[src/rtl/sc_rand_range_sampler.sv]
// sc_rand_range_sampler
//   Rejection sampler fed by the 8-bit pseudo-random shifter stage. On a
//   request it draws one word per clock from rand_data_InBUS and keeps the
//   first word below RANGE. If MAX_TRIES draws are all rejected, it produces
//   a deterministic fallback instead: (rand - RANGE) when that is below
//   RANGE, otherwise RANGE-1. The result is offered with a valid/ack
//   handshake.
//
// Ports
//   SC_RegSHIFTER_CLOCK_50      clock, rising edge
//   SC_RegSHIFTER_RESET_InHigh  asynchronous, active-high reset
//   rand_data_InBUS             random word, new value every clock
//   req_In                      request one sample (level, sampled in IDLE/HOLD)
//   ack_In                      consumer took sample_OutBUS
//   sample_OutBUS               accepted sample, stable while valid
//   sample_valid_Out            sample_OutBUS holds a fresh sample
//   busy_Out                    1 while drawing
//   fallback_Out                current sample came from the fallback path
//   reject_count_OutBUS         (SC_RANDSAMPLER_STATS_EN only) saturating
//                               count of rejected draws, cleared by reset
//
// Optional feature macro: SC_RANDSAMPLER_STATS_EN
module sc_rand_range_sampler #(
  parameter int DATAWIDTH = 8,
  parameter int RANGE     = 160,
  parameter int MAX_TRIES = 16,
  parameter int TRY_W     = 5
) (
  input  logic                 SC_RegSHIFTER_CLOCK_50,
  input  logic                 SC_RegSHIFTER_RESET_InHigh,
  input  logic [DATAWIDTH-1:0] rand_data_InBUS,
  input  logic                 req_In,
  input  logic                 ack_In,
  output logic [DATAWIDTH-1:0] sample_OutBUS,
  output logic                 sample_valid_Out,
  output logic                 busy_Out,
`ifdef SC_RANDSAMPLER_STATS_EN
  output logic [15:0]          reject_count_OutBUS,
`endif
  output logic                 fallback_Out
);

  // RANGE may equal 2^DATAWIDTH, so all range arithmetic is one bit wider.
  localparam logic [DATAWIDTH:0] RANGE_W  = (DATAWIDTH+1)'(RANGE);
  localparam logic [DATAWIDTH:0] RANGE_M1 = RANGE_W - 1'b1;
  localparam logic [TRY_W-1:0]   TRY_LAST = TRY_W'(MAX_TRIES - 1);

  typedef enum logic [1:0] {IDLE, DRAW, HOLD} state_t;

  state_t                 state_q, state_d;
  logic [TRY_W-1:0]       tries_q, tries_d;
  logic [DATAWIDTH-1:0]   sample_q, sample_d;
  logic                   valid_q, valid_d;
  logic                   busy_q, busy_d;
  logic                   fb_q, fb_d;
  logic                   reject;

  logic [DATAWIDTH:0]     rand_w, diff;
  logic                   accept;
  logic [DATAWIDTH-1:0]   fb_val;

  assign rand_w = {1'b0, rand_data_InBUS};
  assign accept = rand_w < RANGE_W;
  // Only evaluated on a reject (rand >= RANGE), so the difference never wraps.
  assign diff   = rand_w - RANGE_W;
  assign fb_val = (diff < RANGE_W) ? diff[DATAWIDTH-1:0] : RANGE_M1[DATAWIDTH-1:0];

  always_comb begin
    state_d  = state_q;
    tries_d  = tries_q;
    sample_d = sample_q;
    valid_d  = valid_q;
    fb_d     = fb_q;
    reject   = 1'b0;
    case (state_q)
      IDLE: begin
        if (req_In) begin
          state_d = DRAW;
          tries_d = '0;
        end
      end
      DRAW: begin
        if (accept) begin
          sample_d = rand_data_InBUS;
          fb_d     = 1'b0;
          valid_d  = 1'b1;
          state_d  = HOLD;
        end else begin
          reject = 1'b1;
          if (tries_q == TRY_LAST) begin
            sample_d = fb_val;
            fb_d     = 1'b1;
            valid_d  = 1'b1;
            state_d  = HOLD;
          end else begin
            tries_d = tries_q + 1'b1;
          end
        end
      end
      HOLD: begin
        if (ack_In) begin
          valid_d = 1'b0;
          if (req_In) begin
            state_d = DRAW;
            tries_d = '0;
          end else begin
            state_d = IDLE;
          end
        end
      end
      default: state_d = IDLE;
    endcase
    busy_d = (state_d == DRAW);
  end

  always_ff @(posedge SC_RegSHIFTER_CLOCK_50 or posedge SC_RegSHIFTER_RESET_InHigh) begin
    if (SC_RegSHIFTER_RESET_InHigh) begin
      state_q  <= IDLE;
      tries_q  <= '0;
      sample_q <= '0;
      valid_q  <= 1'b0;
      busy_q   <= 1'b0;
      fb_q     <= 1'b0;
    end else begin
      state_q  <= state_d;
      tries_q  <= tries_d;
      sample_q <= sample_d;
      valid_q  <= valid_d;
      busy_q   <= busy_d;
      fb_q     <= fb_d;
    end
  end

  assign sample_OutBUS    = sample_q;
  assign sample_valid_Out = valid_q;
  assign busy_Out         = busy_q;
  assign fallback_Out     = fb_q;

`ifdef SC_RANDSAMPLER_STATS_EN
  logic [15:0] rej_cnt_q;

  always_ff @(posedge SC_RegSHIFTER_CLOCK_50 or posedge SC_RegSHIFTER_RESET_InHigh) begin
    if (SC_RegSHIFTER_RESET_InHigh)
      rej_cnt_q <= '0;
    else if (reject && rej_cnt_q != 16'hFFFF)
      rej_cnt_q <= rej_cnt_q + 16'd1;
  end

  assign reject_count_OutBUS = rej_cnt_q;
`else
  logic unused_reject;
  assign unused_reject = reject;
`endif

endmodule

[config.mk]
export PLATFORM = sky130hd
export DESIGN_NAME = sc_rand_range_sampler
export DESIGN_NICKNAME = d
export VERILOG_FILES = /design/src/rtl/sc_rand_range_sampler.sv
export SDC_FILE = /design/constraint.sdc
export NUM_CORES = 1
export LEC_CHECK = 0
export ABC_AREA = 0
export BUFFER_PORTS_ARGS = -buffer_cell sky130_fd_sc_hd__buf_2
export CAP_MARGIN = 20
export CORE_ASPECT_RATIO = 0.9
export CORE_MARGIN = 8
export CORE_UTILIZATION = 46
export DETAILED_ROUTE_END_ITERATION = 6
export GPL_TIMING_DRIVEN = 1
export PLACE_DENSITY = 0.73
export SLEW_MARGIN = 40
export SYNTH_ARGS = -nofsm -noshare
export SYNTH_HDL_FRONTEND = slang
export SYNTH_SLANG_ARGS = --single-unit
[constraint.sdc]
create_clock -name SC_RegSHIFTER_CLOCK_50 -period 1.9 [get_ports SC_RegSHIFTER_CLOCK_50]
set_clock_uncertainty 0.1 [all_clocks]
set_input_delay 0.285 -clock SC_RegSHIFTER_CLOCK_50 [delete_from_list [all_inputs] [get_ports SC_RegSHIFTER_CLOCK_50]]
set_output_delay 0.285 -clock SC_RegSHIFTER_CLOCK_50 [all_outputs]
set_load 0.01 [all_outputs]
# Word-level counts from Yosys, hierarchy flattened
# Cells that the tools add are included.
totals:
  out_inout_bits: 11
  register_bits: 18
op_classes:
  addsub: 2
  reduce_logical: 7
  mux: 19
  n_eq_ne: 8
  n_lt_le_gt_ge: 2
ops:
  columns: ["operator", "n"]
  rows:
  - ["$mux 8", 3]
  - ["$mux 5", 4]
  - ["$pmux 5 s3", 1]
  - ["$lt 9x8->1 const B", 1]
  - ["$sub 8x8->9 const B", 1]
  - ["$lt 8x8->1 const B", 1]
  - ["$mux 2", 4]
  - ["$ne 2x2->1 const B", 3]
  - ["$pmux 2 s3", 1]
  - ["$add 5x1->5 const B", 1]
  - ["$eq 5x4->1 const B", 1]
  - ["$mux 1", 5]
  - ["$eq 2x1->1 const B", 2]
  - ["$reduce_and 4->1", 1]
  - ["$reduce_bool 2->1", 2]
  - ["$ne 3x3->1 const B", 1]
  - ["$reduce_and 3->1", 1]
  - ["$reduce_bool 3->1", 1]
  - ["$eq 2x2->1 const B", 1]
  - ["$logic_not 2->1", 1]
  - ["$pmux 1 s2", 1]
  - ["$reduce_and 2->1", 1]

# Depth between registers and ports, before layout
logic_depth:
  word_depth: 5
  depth_mapped: 9

# Worst setup path before layout
# No wires, ideal clock.
synth_path:
  kind: "flip-flop to flip-flop"
  start: "reg tries_q[0]"
  end: "reg tries_q[2]"
  path_buffers: 0
  stages_incl_launch_ff: 7
  slack_ns: -0.033
  required_time_ns: 1.676
  arrival_time_ns: 1.709
  setup_time_ns: 0.124
  path_cell_list: "dfrtp_1 -> ha_1 -> and3_1 -> ha_1 -> nand4bb_4 -> o21a_1 -> a211o_1"
synth_via:
  elab_chain_cells: 4
  elab_cells_between_ends: 7
  cone_classes: "add/sub: 1; eq/ne: 2; mux: 3; reduce/logical: 1"
synth_rtl:
  columns: ["item", "line_no", "text"]
  rows:
  - ["start, declared", "51", "logic [TRY_W-1:0] tries_q, tries_d;"]
  - ["start signal, assigned", "126", "tries_q <= tries_d;"]
  - ["$add 5x1->5", "96", "tries_d = tries_q + 1'b1;"]
  - ["$mux 5", "90", "if (tries_q == TRY_LAST) begin"]
  - ["$mux 5", "83", "if (accept) begin"]
  - ["$pmux 5 s3", "75", "case (state_q)"]
# Parallel ways exist; a longest one is shown, timed or not. The select of a mux whose other input is x is not followed.
# A chain may end at the register's enable or synchronous reset.

# Worst setup path after layout
layout_path:
  start: "reg tries_q[1]"
  end: "reg sample_q[7], in the netlist sample_OutBUS[7]"
layout_via:
  elab_chain_cells: 3
layout_rtl:
  columns: ["item", "line_no", "text"]
  rows:
  - ["$eq 5x4->1", "90", null]
  - ["$reduce_bool 2->1 (no source line)", null, null]
  - ["$reduce_and 2->1 (no source line)", null, null]
  - ["end signal, assigned", "127", "sample_q <= sample_d;"]
  - ["end, declared", "52", "logic [DATAWIDTH-1:0] sample_q, sample_d;"]
# Every way passes these cells.

==> results.py <==
metrics = {
    "drt": {
        "ant_nets": 0,
        "vias": 755,
        "viasPerCell": 5.24,
        "wl_per_cell_um": 14.3,
        "drcViolationCount": 0,
        "totalWireLength_mm": 2.06,
        "first_pass_iters": 4,
        "drt_iter0_drc": 30,
    },
    "worst_setup_path": {
        "cp-start-kind": "register",
        "path_cells": "ha_2 -> and3_4 -> ha_2 -> buf_4 -> nor2b_4 -> nor2_4 -> mux2_4",
        "reg2reg_slack_ns": 0.07,
        "path_delay_family": "flip-flops",
        "crit_fanout": 4,
        "cp.arrival_ns": 1.92,
        "critical_path.endpoint_type": "register",
        "cp_slowest_cell": "dfrtp_1",
        "path_buf_inv": 1,
        "worstPathRequired_ns": 1.99,
        "cpMostUsedCell": "ha_2",
        "max_stage_delay_ns": 0.41,
        "path_class": "reg2reg",
    },
    "power": {
        "seqPwrFrac_pct": 42.7,
        "power.switching_uw": 468,
        "share_comb_of_total_power_pct": 40.6,
        "ir_drop_uv": 678,
        "p_int_uw": 923,
        "p_leak_nw": 0.598,
        "p_per_area_mw_per_mm2": 1140,
        "power_frac_clock_pct": 16.7,
        "sw_frac_of_total_pct": 33.7,
    },
    "layout": {
        "postLayoutCoreUtil_pct": 62.8,
        "multiInputGateArea_sq_um": 482,
        "antennaDiodeCount": 0,
        "layout.nets": 137,
        "layout.cells.non_filler": 144,
        "final_layout_size_suffix_gt1_share_pct": 41.2,
        "fillers": 168,
        "seqCellArea_sq_um": 450,
        "area_delta_synth_final_pct": 25.8,
        "layout_commonest_cell": "buf_2",
        "layout_common_cells": "22 x buf_2, 18 x dfrtp_1, 8 x inv_1, 8 x buf_4, 6 x nor3_1",
    },
    "global_routing": {
        "grt_usage_pct": 11.3,
        "globalRouteMet1Util_pct": 15.0,
        "grt_max_degree": 19,
        "grt_pass1_vias": 787,
        "antenna_found_initial": 0,
        "grt_use_met2_pct": 17.1,
        "grt_pass1_wl_mm": 3.51,
        "top_usage_layer": "met2",
        "grt_use_met3_pct": 5.10,
        "grt.overflow.total": 0,
    },
    "clock_network": {
        "ctsRootBufferMaster": "clkbuf_4",
        "clock_sinks": 18,
        "cts_tree": "done",
        "cts_buffers": 3,
        "clk_path_buf_depth": 2,
        "clkLatencyLatePin_ns": 0.29,
        "h-tree-depth": 1,
        "clkTransAtPathRegs_ns": 0.10,
    },
    "synth": {
        "synth_enable_flop_cells": 0,
        "syn_area_sq_um": 973,
        "synth_fp_nets": 103,
        "avgSynthCellArea_sq_um": 11.3,
        "syn_inst": 86,
        "async_reset_ff_share_pct": 100,
        "synth_cell_type_count": 35,
        "ys_seq_area_share_pct": 46.3,
        "ys_warn_count": 0,
        "synth-seq-cells": 18,
        "synth_top_flop_cell": "dfrtp_1",
    },
    "floorplan": {
        "die-area_sq_mm": 0.00385,
        "die_w_um": 64.5,
        "die_h_um": 59.6,
        "start_util_pct": 49.9,
        "ios": 23,
        "rows": 15,
        "core_sq_mm": 0.00195,
    },
    "placed_design": {
        "dp_hpwl_mm": 1.52,
        "routabilityCongestion": 0.775,
        "io_buffers": 22,
        "pre_cts_ws_ns": 0.0214,
        "dpl.cell_count": 136,
    },
    "sta": {
        "finalSetupTns_ns": 0,
        "finalSetupViolCount": 0,
        "fmax_mhz": 545,
        "final_max_slew_viol_count": 0,
        "post-route-min-period_ns": 1.83,
        "whs_ns": 0.122,
        "hold_viol": 0,
        "relSlewSlack_pct": 53.6,
        "worst_pin_slew_ns": 0.695,
        "setup_ws_ns": 0.0664,
        "min_period_over_period_pct": 96.5,
    },
    "worst_hold_path": {
        "hp-class": "in2reg",
    },
    "outcome": {
        "status": "finished, final reports clean",
    },
    "flow_run": {
        "cap_violations": 0,
    },
}
==> Yosys cell counts, drive strengths merged, types with 3 or more instances <==
master / n / area share (%)
a2bb2oi: 5 / 4.5
inv: 9 / 3.5
buf: 3 / 3.5
nor3: 6 / 3.1
o21ai: 3 / 1.5
nor2b: 4 / 3.3
nor2: 4 / 2.3
ha: 5 / 6.4
dfrtp: 18 / 46
nand2b: 5 / 4.2
==> through the flow <==
step	area, sq um	power (mW)
2_1_floorplan	976	0.943
3_3_place_gp	1130	1.11
5_1_grt	1220	1.49
6_report	1220	1.39
3_5_place_dp	1130	1.13
4_1_cts	1170	1.37
==> per-layer routing <==
| layer | vias up | wire, um |
|---|---|---|
| met2 | 23 | 930 |
| met3 | 0 | 130 |
| li1 | 375 | - |
| met1 | 357 | 997 |
| met4 | 0 | 0 |
| met5 | - | 0 |
==> power groups by stage <==
stage	clock [mW]	sequential, mW	combinational [mW]
5_1_grt	0.250	0.614	0.629
6_report	0.232	0.595	0.564
3_3_place_gp	0	0.593	0.522
3_5_place_dp	0	0.597	0.532
4_1_cts	0.243	0.592	0.534
2_1_floorplan	0	0.640	0.304
==> flip-flops by register name, indices dropped and copies added (netlist names) <==
signal            count
fallback_Out          1
sample_valid_Out      1
tries_q               5
sample_OutBUS         8
busy_Out              1
state_q               2
==> worst register-to-register path, stage by stage, from the launching register on <==
cell     delay (ns)
dfrtp_1        0.41
ha_2           0.20
and3_4         0.18
ha_2           0.16
buf_4          0.14
nor2b_4        0.18
nor2_4         0.05
mux2_4         0.30
==> what timing repair did <==
item	4_1_cts	5_1_grt
buffers inserted	0	3
endpoints found under the hold margin	18	0
hold buffers	1	0
endpoints found under the setup margin	0	9
resized for setup	0	7
==> cells by family after synthesis <==
family | count (synthesis) | share of synthesized area [%]
compound gates | 20 | 16.7
buf+inv | 12 | 6.94
mux | 2 | 2.19
flops | 18 | 46.3
simple gates | 29 | 21.5
fa+ha+maj | 5 | 6.43
==> path summary, 6_finish.rpt <==
| check | start | endpoint | cells past startpoint |
|---|---|---|---|
| max | tries_q[1] | sample_OutBUS[7] | 7 |
| max in group asynchronous | SC_RegSHIFTER_RESET_InHigh | sample_OutBUS[6] | 3 |
| min in group asynchronous | SC_RegSHIFTER_RESET_InHigh | tries_q[0] | 3 |
| min | ack_In | state_q[1] | 2 |
| min reg2reg | sample_OutBUS[5] | sample_OutBUS[5] | 1 |
| max reg2reg | tries_q[1] | sample_OutBUS[7] | 7 |
==> cell type report <==
cell class	count	share of cell area [%]
inverters	9	2.76
clock buffers	4	2.96
flip-flops and latches	18	36.8
repair buffers	32	15.6
multi-input cells	56	39.3
well taps	25	2.55
Note: power is estimated with default switching activity, not from simulation.
